<file path="config.mk">
export PLATFORM = sky130hd
export DESIGN_NAME = rat_intr_ctrl_flat
export DESIGN_NICKNAME = d
export VERILOG_FILES = /design/src/rtl/rat_intr_ctrl_if.sv /design/src/rtl/rat_intr_ctrl.sv /design/src/flat_wrapper.sv
export SDC_FILE = /design/constraint.sdc
export NUM_CORES = 1
export LEC_CHECK = 0
export ABC_AREA = 1
export CAP_MARGIN = 20
export CORE_ASPECT_RATIO = 1.25
export CORE_MARGIN = 2
export CORE_UTILIZATION = 30
export CTS_CLUSTER_SIZE = 10
export DETAILED_ROUTE_END_ITERATION = 10
export GPL_TIMING_DRIVEN = 0
export PLACE_DENSITY = 0.57
export SLEW_MARGIN = 20
export SYNTH_ARGS = -nofsm -noshare
export SYNTH_HDL_FRONTEND = slang
export SYNTH_SLANG_ARGS = --single-unit
</file>
<file path="constraint.sdc">
create_clock -name CLK -period 2.05 [get_ports CLK]
set_clock_uncertainty 0.2 [all_clocks]
set_input_delay 0.5125 -clock CLK [delete_from_list [all_inputs] [get_ports CLK]]
set_output_delay 0.5125 -clock CLK [all_outputs]
set_load 0.02 [all_outputs]
</file>
<file path="src/rtl/rat_intr_ctrl_if.sv">
// Control-unit and I/O-port bus between the RAT CPU and its interrupt controller.
// Handshake: INTR is a level request held until the control unit answers with a
// one-cycle INTR_ACK; an INTR_ACK seen while INTR is low carries no meaning and is dropped.
interface rat_intr_ctrl_if;
    logic       I_SET;
    logic       I_CLR;
    logic       INTR_ACK;
    logic       IO_STRB;
    logic [7:0] PORT_ID;
    logic [7:0] OUT_PORT;
    logic [7:0] IN_DATA;
    logic       RD_HIT;
    logic       INTR;
    logic       I_FLAG;

    modport slave (
        input  I_SET, I_CLR, INTR_ACK, IO_STRB, PORT_ID, OUT_PORT,
        output IN_DATA, RD_HIT, INTR, I_FLAG
    );

    modport master (
        output I_SET, I_CLR, INTR_ACK, IO_STRB, PORT_ID, OUT_PORT,
        input  IN_DATA, RD_HIT, INTR, I_FLAG
    );
endinterface

</file>
<file path="src/rtl/rat_intr_ctrl.sv">
// Interrupt front end for the RAT control unit: synchronises and edge-captures IRQ lines,
// masks them, and presents exactly one INTR request per serviced event.
module rat_intr_ctrl #(
    parameter int         NUM_SRC   = 4,
    parameter logic [7:0] MASK_PORT = 8'h20,
    parameter logic [7:0] STAT_PORT = 8'h21
) (
    input  logic               CLK,
    input  logic               RESET_N,
    input  logic [NUM_SRC-1:0] IRQ_IN,
    rat_intr_ctrl_if.slave     bus,
    output logic [1:0]         ACTIVE_ID,
    output logic [1:0]         DBG_STATE
);

    typedef enum logic [1:0] {
        ST_IDLE    = 2'd0,
        ST_REQ     = 2'd1,
        ST_SERVICE = 2'd2
    } state_t;

    state_t             state, state_nxt;
    logic [NUM_SRC-1:0] sync1, sync2, prev;
    logic [NUM_SRC-1:0] pending, mask;
    logic [NUM_SRC-1:0] edge_det, enabled, sel_oh, clr_vec;
    logic [1:0]         sel_id;
    logic               sel_any;
    logic               wr_mask, wr_stat, ack_fire, req, i_flag_q;
    logic [7:0]         stat_rd;
    logic               unused_out_port;

    assign edge_det = sync2 & ~prev;
    assign enabled  = pending & mask;
    assign req      = i_flag_q & (|enabled);
    assign wr_mask  = bus.IO_STRB && (bus.PORT_ID == MASK_PORT);
    assign wr_stat  = bus.IO_STRB && (bus.PORT_ID == STAT_PORT);
    assign ack_fire = (state == ST_REQ) && bus.INTR_ACK;

    // Lowest index wins: scan from the top so the last hit is the smallest index.
    always_comb begin
        sel_any = 1'b0;
        sel_id  = 2'd0;
        sel_oh  = '0;
        for (int i = NUM_SRC - 1; i >= 0; i--) begin
            if (enabled[i]) begin
                sel_any   = 1'b1;
                sel_id    = 2'(i);
                sel_oh    = '0;
                sel_oh[i] = 1'b1;
            end
        end
    end

    assign clr_vec = (wr_stat ? bus.OUT_PORT[NUM_SRC-1:0] : '0)
                   | ((ack_fire && sel_any) ? sel_oh : '0);

    always_ff @(posedge CLK or negedge RESET_N) begin
        if (!RESET_N) begin
            sync1     <= '0;
            sync2     <= '0;
            prev      <= '0;
            pending   <= '0;
            mask      <= '0;
            i_flag_q  <= 1'b0;
            ACTIVE_ID <= 2'd0;
            state     <= ST_IDLE;
        end else begin
            sync1   <= IRQ_IN;
            sync2   <= sync1;
            prev    <= sync2;
            // A fresh edge overrides any clear in the same cycle so no event is lost.
            pending <= (pending & ~clr_vec) | edge_det;
            if (wr_mask)
                mask <= bus.OUT_PORT[NUM_SRC-1:0];
            if (bus.I_CLR)
                i_flag_q <= 1'b0;
            else if (bus.I_SET)
                i_flag_q <= 1'b1;
            if (ack_fire && sel_any)
                ACTIVE_ID <= sel_id;
            state <= state_nxt;
        end
    end

    always_comb begin
        state_nxt = state;
        case (state)
            ST_IDLE:
                if (req) state_nxt = ST_REQ;
            ST_REQ:
                if (bus.INTR_ACK) state_nxt = ST_SERVICE;
                else if (!req)    state_nxt = ST_IDLE;
            ST_SERVICE:
                // I_CLR during the ack cycle is the CPU entering the ISR, not RETID.
                if (bus.I_SET)                          state_nxt = ST_IDLE;
                else if (bus.I_CLR && !bus.INTR_ACK)    state_nxt = ST_IDLE;
            default:
                state_nxt = ST_IDLE;
        endcase
    end

    assign stat_rd = {i_flag_q, state == ST_SERVICE, ACTIVE_ID, 4'(pending)};

    always_comb begin
        bus.IN_DATA = 8'h00;
        if (bus.PORT_ID == MASK_PORT)
            bus.IN_DATA = 8'(mask);
        else if (bus.PORT_ID == STAT_PORT)
            bus.IN_DATA = stat_rd;
    end

    assign bus.RD_HIT  = (bus.PORT_ID == MASK_PORT) || (bus.PORT_ID == STAT_PORT);
    assign bus.INTR    = (state == ST_REQ);
    assign bus.I_FLAG  = i_flag_q;
    assign DBG_STATE   = state;
    assign unused_out_port = &{1'b0, bus.OUT_PORT};

endmodule
</file>
<file path="src/flat_wrapper.sv">
// flat-port wrapper written by rule: the top's interface ports become plain ports
module rat_intr_ctrl_flat 
#(
    parameter int         NUM_SRC   = 4,
    parameter logic [7:0] MASK_PORT = 8'h20,
    parameter logic [7:0] STAT_PORT = 8'h21
)
  (CLK, RESET_N, IRQ_IN, ACTIVE_ID, DBG_STATE, bus_I_SET, bus_I_CLR, bus_INTR_ACK, bus_IO_STRB, bus_PORT_ID, bus_OUT_PORT, bus_IN_DATA, bus_RD_HIT, bus_INTR, bus_I_FLAG);
  rat_intr_ctrl_if bus_i ();
  input  logic CLK;
  input  logic RESET_N;
  input  logic [NUM_SRC-1:0] IRQ_IN;
  output logic [1:0] ACTIVE_ID;
  output logic [1:0] DBG_STATE;
  input wire logic [$bits(bus_i.I_SET)-1:0] bus_I_SET;
  input wire logic [$bits(bus_i.I_CLR)-1:0] bus_I_CLR;
  input wire logic [$bits(bus_i.INTR_ACK)-1:0] bus_INTR_ACK;
  input wire logic [$bits(bus_i.IO_STRB)-1:0] bus_IO_STRB;
  input wire logic [$bits(bus_i.PORT_ID)-1:0] bus_PORT_ID;
  input wire logic [$bits(bus_i.OUT_PORT)-1:0] bus_OUT_PORT;
  output wire logic [$bits(bus_i.IN_DATA)-1:0] bus_IN_DATA;
  output wire logic [$bits(bus_i.RD_HIT)-1:0] bus_RD_HIT;
  output wire logic [$bits(bus_i.INTR)-1:0] bus_INTR;
  output wire logic [$bits(bus_i.I_FLAG)-1:0] bus_I_FLAG;
  assign bus_i.I_SET = bus_I_SET;
  assign bus_i.I_CLR = bus_I_CLR;
  assign bus_i.INTR_ACK = bus_INTR_ACK;
  assign bus_i.IO_STRB = bus_IO_STRB;
  assign bus_i.PORT_ID = bus_PORT_ID;
  assign bus_i.OUT_PORT = bus_OUT_PORT;
  assign bus_IN_DATA = bus_i.IN_DATA;
  assign bus_RD_HIT = bus_i.RD_HIT;
  assign bus_INTR = bus_i.INTR;
  assign bus_I_FLAG = bus_i.I_FLAG;
  rat_intr_ctrl #(.NUM_SRC(NUM_SRC), .MASK_PORT(MASK_PORT), .STAT_PORT(STAT_PORT)) u_core (.CLK(CLK), .RESET_N(RESET_N), .IRQ_IN(IRQ_IN), .bus(bus_i), .ACTIVE_ID(ACTIVE_ID), .DBG_STATE(DBG_STATE));
endmodule
</file>
==> results of run 1 <==
logic make-up after synthesis:
group,count (synthesis)
flops,25
buf+inv,26
simple gates,77
compound gates,11
how the worst min path moves through the flow:
stage                          from  slack (ns)                   to
floorplan                   RESET_N        0.02  u_core.ACTIVE_ID[0]
global placement    u_core.sync1[3]        0.13      u_core.sync2[3]
detailed placement  u_core.sync1[3]        0.14      u_core.sync2[3]
CTS                 u_core.sync1[3]        0.16      u_core.sync2[3]
global route                RESET_N        0.06  u_core.DBG_STATE[1]
finish                      RESET_N        0.02  u_core.DBG_STATE[0]
layout make-up:
| class | instances | area share, % |
|---|---|---|
| Clock buffer | 4 | 2.645 |
| Multi-Input combinational cell | 88 | 29.02 |
| Sequential cell | 25 | 36.74 |
| Inverter | 26 | 6.172 |
| Timing Repair Buffer | 43 | 21.45 |
| Tap cell | 54 | 3.968 |
sequential cells by signal, summed over array words and instances, names as in the netlist:
register           cells
u_core.mask            4
u_core.pending         4
u_core.prev            4
u_core.sync1           4
u_core.sync2           4
u_core.ACTIVE_ID       2
u_core.DBG_STATE       2
u_core.bus.I_FLAG      1
power groups by stage:
stage               sequential (W)  combinational [W]  clock (W)
finish                    0.000530           0.000152   0.000278
global placement          0.000539           0.000146          0
detailed placement        0.000540           0.000149          0
global route              0.000534           0.000168   0.000312
floorplan                 0.000547          0.0000555          0
CTS                       0.000530           0.000152   0.000294
layer usage:
layer	GRT usage [%]	part of all wire, %
met1	14.06	42
met2	21.38	50
met3	2.261	5.7
met4	7.654	2.5
met5	0	0
metrics by stage:
stage / setup slack, ns / util, % / setup TNS, ns / area (um2) / hold WS (ns)
2_1_floorplan: 0.07755 / - / 0 / 1190 / 0.01691
3_3_place_gp: -0.8954 / 42.74 / -7.261 / 1618 / 0.1333
3_5_place_dp: -0.9131 / 42.74 / -8.430 / 1618 / 0.1385
4_1_cts: -0.02487 / 44.30 / -0.02487 / 1677 / 0.1574
5_1_grt: -0.04297 / 44.99 / -0.06960 / 1703 / 0.06029
6_report: 0.007170 / 44.99 / 0 / 1703 / 0.01863
cell usage in the layout (no fill, tap or decap):
master           netlist  layout
nand2_1               42      41
dfrtp_1               25      25
inv_1                 24      20
clkdlybuf4s50_1        0      16
nor2_1                11      11
buf_2                  0       9
buf_4                  0       9
nand3_1                7       7
buf_6                  0       7
nand2_2                5       4
nor2_4                 3       4
a21oi_1                3       3
inv_4                  0       3
nand2_4                1       3
inv_2                  2       3
o21ai_0                5       3
clkbuf_8               0       3
nand3_2                2       2
nor2_8                 1       1
a31oi_1                1       1
nor3_2                 0       1
nor2b_4                1       1
nand3b_4               1       1
o22ai_2                0       1
o21ai_2                0       1
o21ai_1                0       1
nand4_1                1       1
o211ai_1               1       1
clkbuf_1               0       1
dlygate4sd2_1          0       1
clkbuf_2               0       1
what timing repair did:
action / CTS / global route
endpoints found under the setup margin: 11 / 6
resized for setup: 88 / 8
pin swaps: 7 / 4
buffers inserted: 5 / 2
==> run summary, run 1 <==
status - finished, final reports clean
CP endpoint kind - output pin
CP Cell Sequence - buf_6 -> inv_4 -> nand2_4 -> nor2_8 -> nor2b_4 -> nand2_2 -> o21ai_2 -> buf_6
Crit path max-delay family - simple AND/OR/NAND/NOR gates
RSZ-0062 raised after global routing - yes
kind of critical path - in -> out
Buf/Inv on CP - 3
number of synthesized flops with an enable pin - 0
LEAKAGE - 0.9196 nW
sw frac - 24.49%
Area Overhead vs Synth - 43.72%
Slowest-stage cell, CP - nor2b_4
Detailed Route Iter0 Violations - 26
multi-input logic area - 494.2 um2
Avg Vias per Cell - 4.217
Commonest cells post-synth - 42 x nand2_1, 25 x dfrtp_1, 24 x inv_1
Clk pwr share - 29.0%
crit path DAT - 1.33 ns
Top Ports - 41
Synth Warn # - 0
Sw Pwr - 0.0002352 W
CP endpoint - bus_IN_DATA[1]
Core Region - 3785 um2
post-synthesis simple-gate area fraction - 33.90%
Mapped Cells - 139
Power Dens Cells - 563.9 nW/um2
post-synthesis compound-gate area fraction - 5.069%
nets@finish - 213
initial antenna violation count - 0
pin count of the biggest net entering global routing - 26
Final Hold Viols - 0
hold_buf cts - 0
maximum fanout along the worst path - 5
gpl congestion - 0.7896
final slew viol count - 0
CP startpoint - bus_PORT_ID[4]
Die Height - 74.27 um
Worst-path clk slew - 0.08 ns
adder and majority cell fraction of the synthesized area - 0%
WL/cell - 10.53 um
Non-Filler Instances - 240
Synth area leader - dfrtp_1
final setup fails - 0
Reg-to-Reg Start - u_core.DBG_STATE[1]
mapped cell area - 1185 um2
top post-synthesis cells by area - dfrtp_1 53%, nand2_1 13%, inv_1 7.6%
Placed Instances - 229
post-layout min period - 2.043 ns
Worst Tran Pin Value - 0.5323 ns
sequential fraction of the synthesis area - 52.80%
top-count cell post-synth - nand2_1
Synth Register Bits - 25
CTS max path bufs - 2
Crit path largest cell delay - 0.20 ns
Std-Cell Rows - 25
logic gate share of total power - 15.8%
syn avg cell area - 8.524 um2
VDD IR-drop max - 0.3291 mV
clock latency at the later pin of the worst-skew pair - 0.26 ns
worst relative slew slack - 64.51%
Critical Path Stages - 8
Power Total - 0.0009603 W
largest family of logic cells by synthesized area - simple AND/OR/NAND/NOR gates
worst hold path type - in -> async
post-synthesis mux area share - 0%
Post-DP HPWL - 1958 um
die footprint - 4472 um2
power share of the sequential group - 55.2%
CP Launch Type - input pin
Num Clock Sinks - 25
crit share post-route - 99.65%
via count - 1012
first-pass GRT wire length - 4215 um
flop2flop setup slack - 0.60 ns
FFs w/ async S/R, synth - 100.0%
Remaining DRCs - 0
CP Data Required Time - 1.34 ns
FF-to-FF End - u_core.pending[3]
H-tree lvl count - 1
CP most frequent cell - buf_6
FF/Latch Area - 625.6 um2
All-Layer GR Usage - 12.45%
Yosys top cell area share - 52.80%
Antenna diodes - 0
syn nets - 165
vias in the first global route - 1059
layout cells sized above 1 - 29.03%
# port buffers - 36
number of max-cap violations - 0
CTS tree - done
Distinct cells, synth - 21
drt pass-1 iters - 3
Int Pwr - 0.0007251 W
GRT overflow - 0
filler cell count - 370
Starting Density - 31.31%
final wirelength - 2528 um
fmax - 489.5 MHz
remaining antenna violation count - 0
Post-Synth XOR/XNOR Area - 0%
Worst R2R Path Depth - 6
Die X - 60.21 um
CTS Buf Count - 3
Top FF cell, synth - dfrtp_1
Clock Root Buffer - clkbuf_8
No activity file was read; power rests on OpenSTA's default activity.
==> run 2, diff against run 1 <==
REMOVE_ABC_BUFFERS = 1   (was default)
SKIP_CTS_REPAIR_TIMING = 1   (was default)
==> run 2 against run 1 <==
Effect of this change:
- the run now ends with negative setup slack left
- core utilization is 0.60 points higher
- die area stayed put
- cell area is 1.3% higher
- critical endpoint unchanged
==> run summary, run 2 (synthesis gave the netlist of run 1 again) <==
Slowest-stage cell, CP - nor2b_4
Buf/Inv on CP - 3
Hold Path End - u_core.sync2[3]
Post-DP HPWL - 1969 um
nets@finish - 213
Final Hold Viols - 0
hold path start - u_core.sync1[3]
LEAKAGE - 0.9617 nW
FF-to-FF End - u_core.pending[3]
Avg Vias per Cell - 4.200
Die X - 60.21 um
multi-input logic area - 500.5 um2
Finished Core Util - 45.59%
gpl congestion - 0.7533
# port buffers - 36
All-Layer GR Usage - 11.69%
maximum fanout along the worst path - 6
CP endpoint kind - output pin
Std-Cell Rows - 25
first-pass GRT wire length - 4002 um
pin count of the biggest net entering global routing - 16
Core Region - 3785 um2
Area Overhead vs Synth - 45.62%
initial antenna violation count - 0
Top Ports - 41
CTS max path bufs - 2
CTS tree - done
commonest non-fill, non-tap cell in the layout - nand2_1
Num Clock Sinks - 25
most frequent cells in the layout - 42 x nand2_1, 25 x dfrtp_1, 20 x inv_1, 17 x clkdlybuf4s50_1, 11 x nor2_1
worst setup margin - -0.005065 ns
Worst Tran Pin Value - 0.5169 ns
clock latency at the later pin of the worst-skew pair - 0.26 ns
worst relative slew slack - 65.43%
Die Height - 74.27 um
kind of critical path - in -> out
post-route cell area - 1725 um2
VDD IR-drop max - 0.3209 mV
Power Dens Cells - 557.7 nW/um2
Crit path largest cell delay - 0.19 ns
Detailed Route Iter0 Violations - 17
CTS Buf Count - 3
Worst R2R Path Depth - 6
failing checks - negative setup slack
fmax - 486.6 MHz
final setup fails - 1
GRT overflow - 0
Reg-to-Reg Start - u_core.DBG_STATE[1]
final slew viol count - 0
drt pass-1 iters - 4
post-layout min period - 2.055 ns
layout cells sized above 1 - 27.42%
FF/Latch Area - 625.6 um2
CP Data Required Time - 1.34 ns
RSZ-0062 raised after global routing - yes
die footprint - 4472 um2
worst hold path type - reg -> reg
flop2flop setup slack - 0.61 ns
filler cell count - 366
CP Cell Sequence - buf_6 -> inv_4 -> nand2_4 -> nor2_8 -> nor2b_4 -> nand2_1 -> o21ai_2 -> buf_6
H-tree lvl count - 1
remaining antenna violation count - 0
Hold Crit Depth - 0
CP Launch Type - input pin
Remaining DRCs - 0
Crit path max-delay family - simple AND/OR/NAND/NOR gates
Clock Root Buffer - clkbuf_8
WL/cell - 10.35 um
Antenna diodes - 0
via count - 1008
number of max-cap violations - 0
CP most frequent cell - buf_6
crit share post-route - 100.2%
vias in the first global route - 995
status - finished, violations left
crit path DAT - 1.34 ns
Starting Density - 31.31%
final wirelength - 2485 um
placed cell area - 1628 um2
Worst-path clk slew - 0.08 ns
run 2: per-layer routing:
| metal | vias to the layer above | share of wire, % | GRT usage (%) |
|---|---|---|---|
| met3 | 6 | 5.6 | 2.261 |
| met2 | 28 | 49 | 20.41 |
| met5 | - | 0 | 0 |
| met4 | 0 | 2.1 | 4.691 |
| met1 | 458 | 43 | 13.92 |
| li1 | 516 | - | - |
run 2: per-stage QoR:
stage          hold WS (ns)  total power, W  cells   TNS (ns)  worst slack, ns
3_3_place_gp         0.1352       0.0006836    229     -7.906          -0.8805
3_5_place_dp         0.1355       0.0006910    230     -7.400          -0.9093
6_report             0.1531       0.0009622    240  -0.005065        -0.005065
4_1_cts              0.1543       0.0009693    234     -7.624          -0.9117
2_1_floorplan       0.01691       0.0006024    139   -0.08784         -0.04505
5_1_grt              0.1605        0.001010    240    -0.1811         -0.04844
run 2: how the worst max path moves through the flow:
stage                   startpoint  cells past startpoint  slack, ns              to
finish              bus_PORT_ID[7]                      8     -0.005  bus_IN_DATA[1]
global route        bus_PORT_ID[1]                      7      -0.05  bus_IN_DATA[2]
CTS                 bus_PORT_ID[5]                      7      -0.91  bus_IN_DATA[1]
detailed placement  bus_PORT_ID[5]                      7      -0.91  bus_IN_DATA[1]
global placement    bus_PORT_ID[5]                      7      -0.88  bus_IN_DATA[1]
floorplan           bus_PORT_ID[4]                      5      -0.05  bus_IN_DATA[0]
run 2: cell type report:
type | instances | area share [%]
Inverter | 26 | 5.946
Tap cell | 54 | 3.916
Sequential cell | 25 | 36.26
Timing Repair Buffer | 43 | 22.26
Multi-Input combinational cell | 88 | 29.01
Clock buffer | 4 | 2.611
run 2: power breakdown:
group	switching (W)	internal (W)
Sequential	0.0000136	0.000517
Combinational	0.0000824	0.0000735
Clock	0.000138	0.000138
run 2: worst reg2reg max path, stage by stage, from the launching register on:
cell and delay [ns]:
dfrtp_1 0.41, inv_1 0.14, nand3_2 0.17, nor2_1 0.17
nand3_1 0.10, nand3_1 0.10, nand2_1 0.05
==> RTL edit, RTL diff (flow settings as in run 2) <==
`NUM_SRC` is set to 4 in 2 places; all go to 8.
--- a/src/rtl/rat_intr_ctrl.sv
+++ b/src/rtl/rat_intr_ctrl.sv
@@ -1,7 +1,7 @@
 // Interrupt front end for the RAT control unit: synchronises and edge-captures IRQ lines,
 // masks them, and presents exactly one INTR request per serviced event.
 module rat_intr_ctrl #(
-    parameter int         NUM_SRC   = 4,
+    parameter int         NUM_SRC   = 8,
     parameter logic [7:0] MASK_PORT = 8'h20,
     parameter logic [7:0] STAT_PORT = 8'h21
 ) (
--- a/src/flat_wrapper.sv
+++ b/src/flat_wrapper.sv
@@ -1,7 +1,7 @@
 // flat-port wrapper written by rule: the top's interface ports become plain ports
 module rat_intr_ctrl_flat 
 #(
-    parameter int         NUM_SRC   = 4,
+    parameter int         NUM_SRC   = 8,
     parameter logic [7:0] MASK_PORT = 8'h20,
     parameter logic [7:0] STAT_PORT = 8'h21
 )
Interface: changed (resized IRQ_IN); port bits go from 41 to 45. The function was not compared with the original's and may differ.
==> RTL edit against run 2 <==
The flow still finishes with violations (negative setup slack); design area rose by 61%; routed wire length rose by 70%; global-route usage grew 1.2 points; worst setup slack worse by 0.19 ns; total power grew 86%; sequential cell count up 20; area after synthesis increased by 61%; highest routed layer unchanged.
==> RTL edit: results <==
{
  "outcome": "complete, but fails checks",
  "violations": "negative setup slack",
  "finalSetupViolCount": 9,
  "finalSetupTns_ns": -1.640,
  "synth.distinct_cells": 20,
  "port_buffers": 44,
  "postSynthCellCount": 220,
  "ys_seq_area_frac": 0.5894,
  "hp-start": "u_core.sync1[2]$_DFF_PN0_",
  "placed_area_um2": 2450,
  "peakVddDrop_uv": 359.5,
  "cts_sinks": 45,
  "synthTopCellsByArea": "dfrtp_1 (59%), nand2_1 (15%), inv_1 (6.5%)",
  "cp_slowest_cell": "nor3_4",
  "synth-warning-count": 0,
  "place_inst": 348,
  "finish.net_count": 307,
  "drive_gt1_frac": 0.2130,
  "synthArstFlopShare": 1.000,
  "vias_per_cell": 4.282,
  "synth_common_cells": "nand2_1 (75), dfrtp_1 (45), inv_1 (33)",
  "critPathMaxStageDelay_ns": 0.29,
  "dp_hpwl_mm": 2.965,
  "clock_latency_ns": 0.29,
  "wl_per_cell_um": 11.64,
  "cp.arrival_ns": 1.54,
  "drt_iter0_drc": 57,
  "leakagePower_nw": 1.577,
  "worst_pin_slew_ns": 0.4122,
  "cts_buffers": 5,
  "num_vias": 1550,
  "worst_slack_ns": -0.1980,
  "grt_max_degree": 30,
  "track_usage": 0.1292,
  "pre_cts_ws_ns": -1.286,
  "crit_start": "bus_PORT_ID[1]",
  "place_congestion": 0.8700,
  "htree_levels": 2,
  "grt_pass1_wl_mm": 6.879
}
-- RTL edit: path summary, 6_finish.rpt --
kind,to,slack [ns],depth (start not counted)
setup / recovery,bus_IN_DATA[3],-0.20,8
hold / removal,u_core.sync2[2]$_DFF_PN0_,0.15,0
setup reg to reg,u_core.pending[7]$_DFF_PN0_,0.38,8
hold reg to reg,u_core.sync2[2]$_DFF_PN0_,0.15,0
max in group asynchronous,u_core.prev[3]$_DFF_PN0_,0.69,3
min in group asynchronous,u_core.sync1[6]$_DFF_PN0_,0.47,2
-- RTL edit: layout make-up --
| cell class | instances | area [µm²] |
|---|---|---|
| Sequential cell | 45 | 1126 |
| Clock buffer | 7 | 86.33 |
| Timing Repair Buffer | 52 | 573.1 |
| Fill cell | 630 | 3391 |
| Tap cell | 85 | 106.4 |
| Multi-Input combinational cell | 138 | 749.5 |
| Inverter | 35 | 133.9 |
-- RTL edit: metal layers --
metal / GRT usage / up-vias / wire length [µm]
li1: - / 787 / -
met1: 0.1597 / 718 / 1869
met2: 0.2138 / 39 / 2060
met3: 0.02909 / 6 / 206
met4: 0.05263 / 0 / 76
met5: 0 / - / 0
-- RTL edit: power by group --
group          switching [mW]  leakage [nW]  internal, mW  total [mW]
clock network           0.273        0.0443         0.267       0.540
registers              0.0312         0.524         0.936       0.968
logic                   0.156          1.01         0.122       0.278
total                   0.459          1.58          1.33        1.79
-- RTL edit: kinds of logic after synthesis --
family	count (synthesis)	synth area share
AOI/OAI and AO/OA	16	0.04715
buffers and inverters	37	0.08055
DFF	45	0.5894
and+or+nand+nor	122	0.2829
-- RTL edit: worst reg2reg max path: stages, from the launching register on --
cell and delay [ns]:
dfrtp_1 0.41, inv_1 0.14, nand2_1 0.11, nor2_2 0.34, nand2_2 0.14, inv_2 0.08
nand2_1 0.05, nand2_1 0.06, nand2_1 0.04
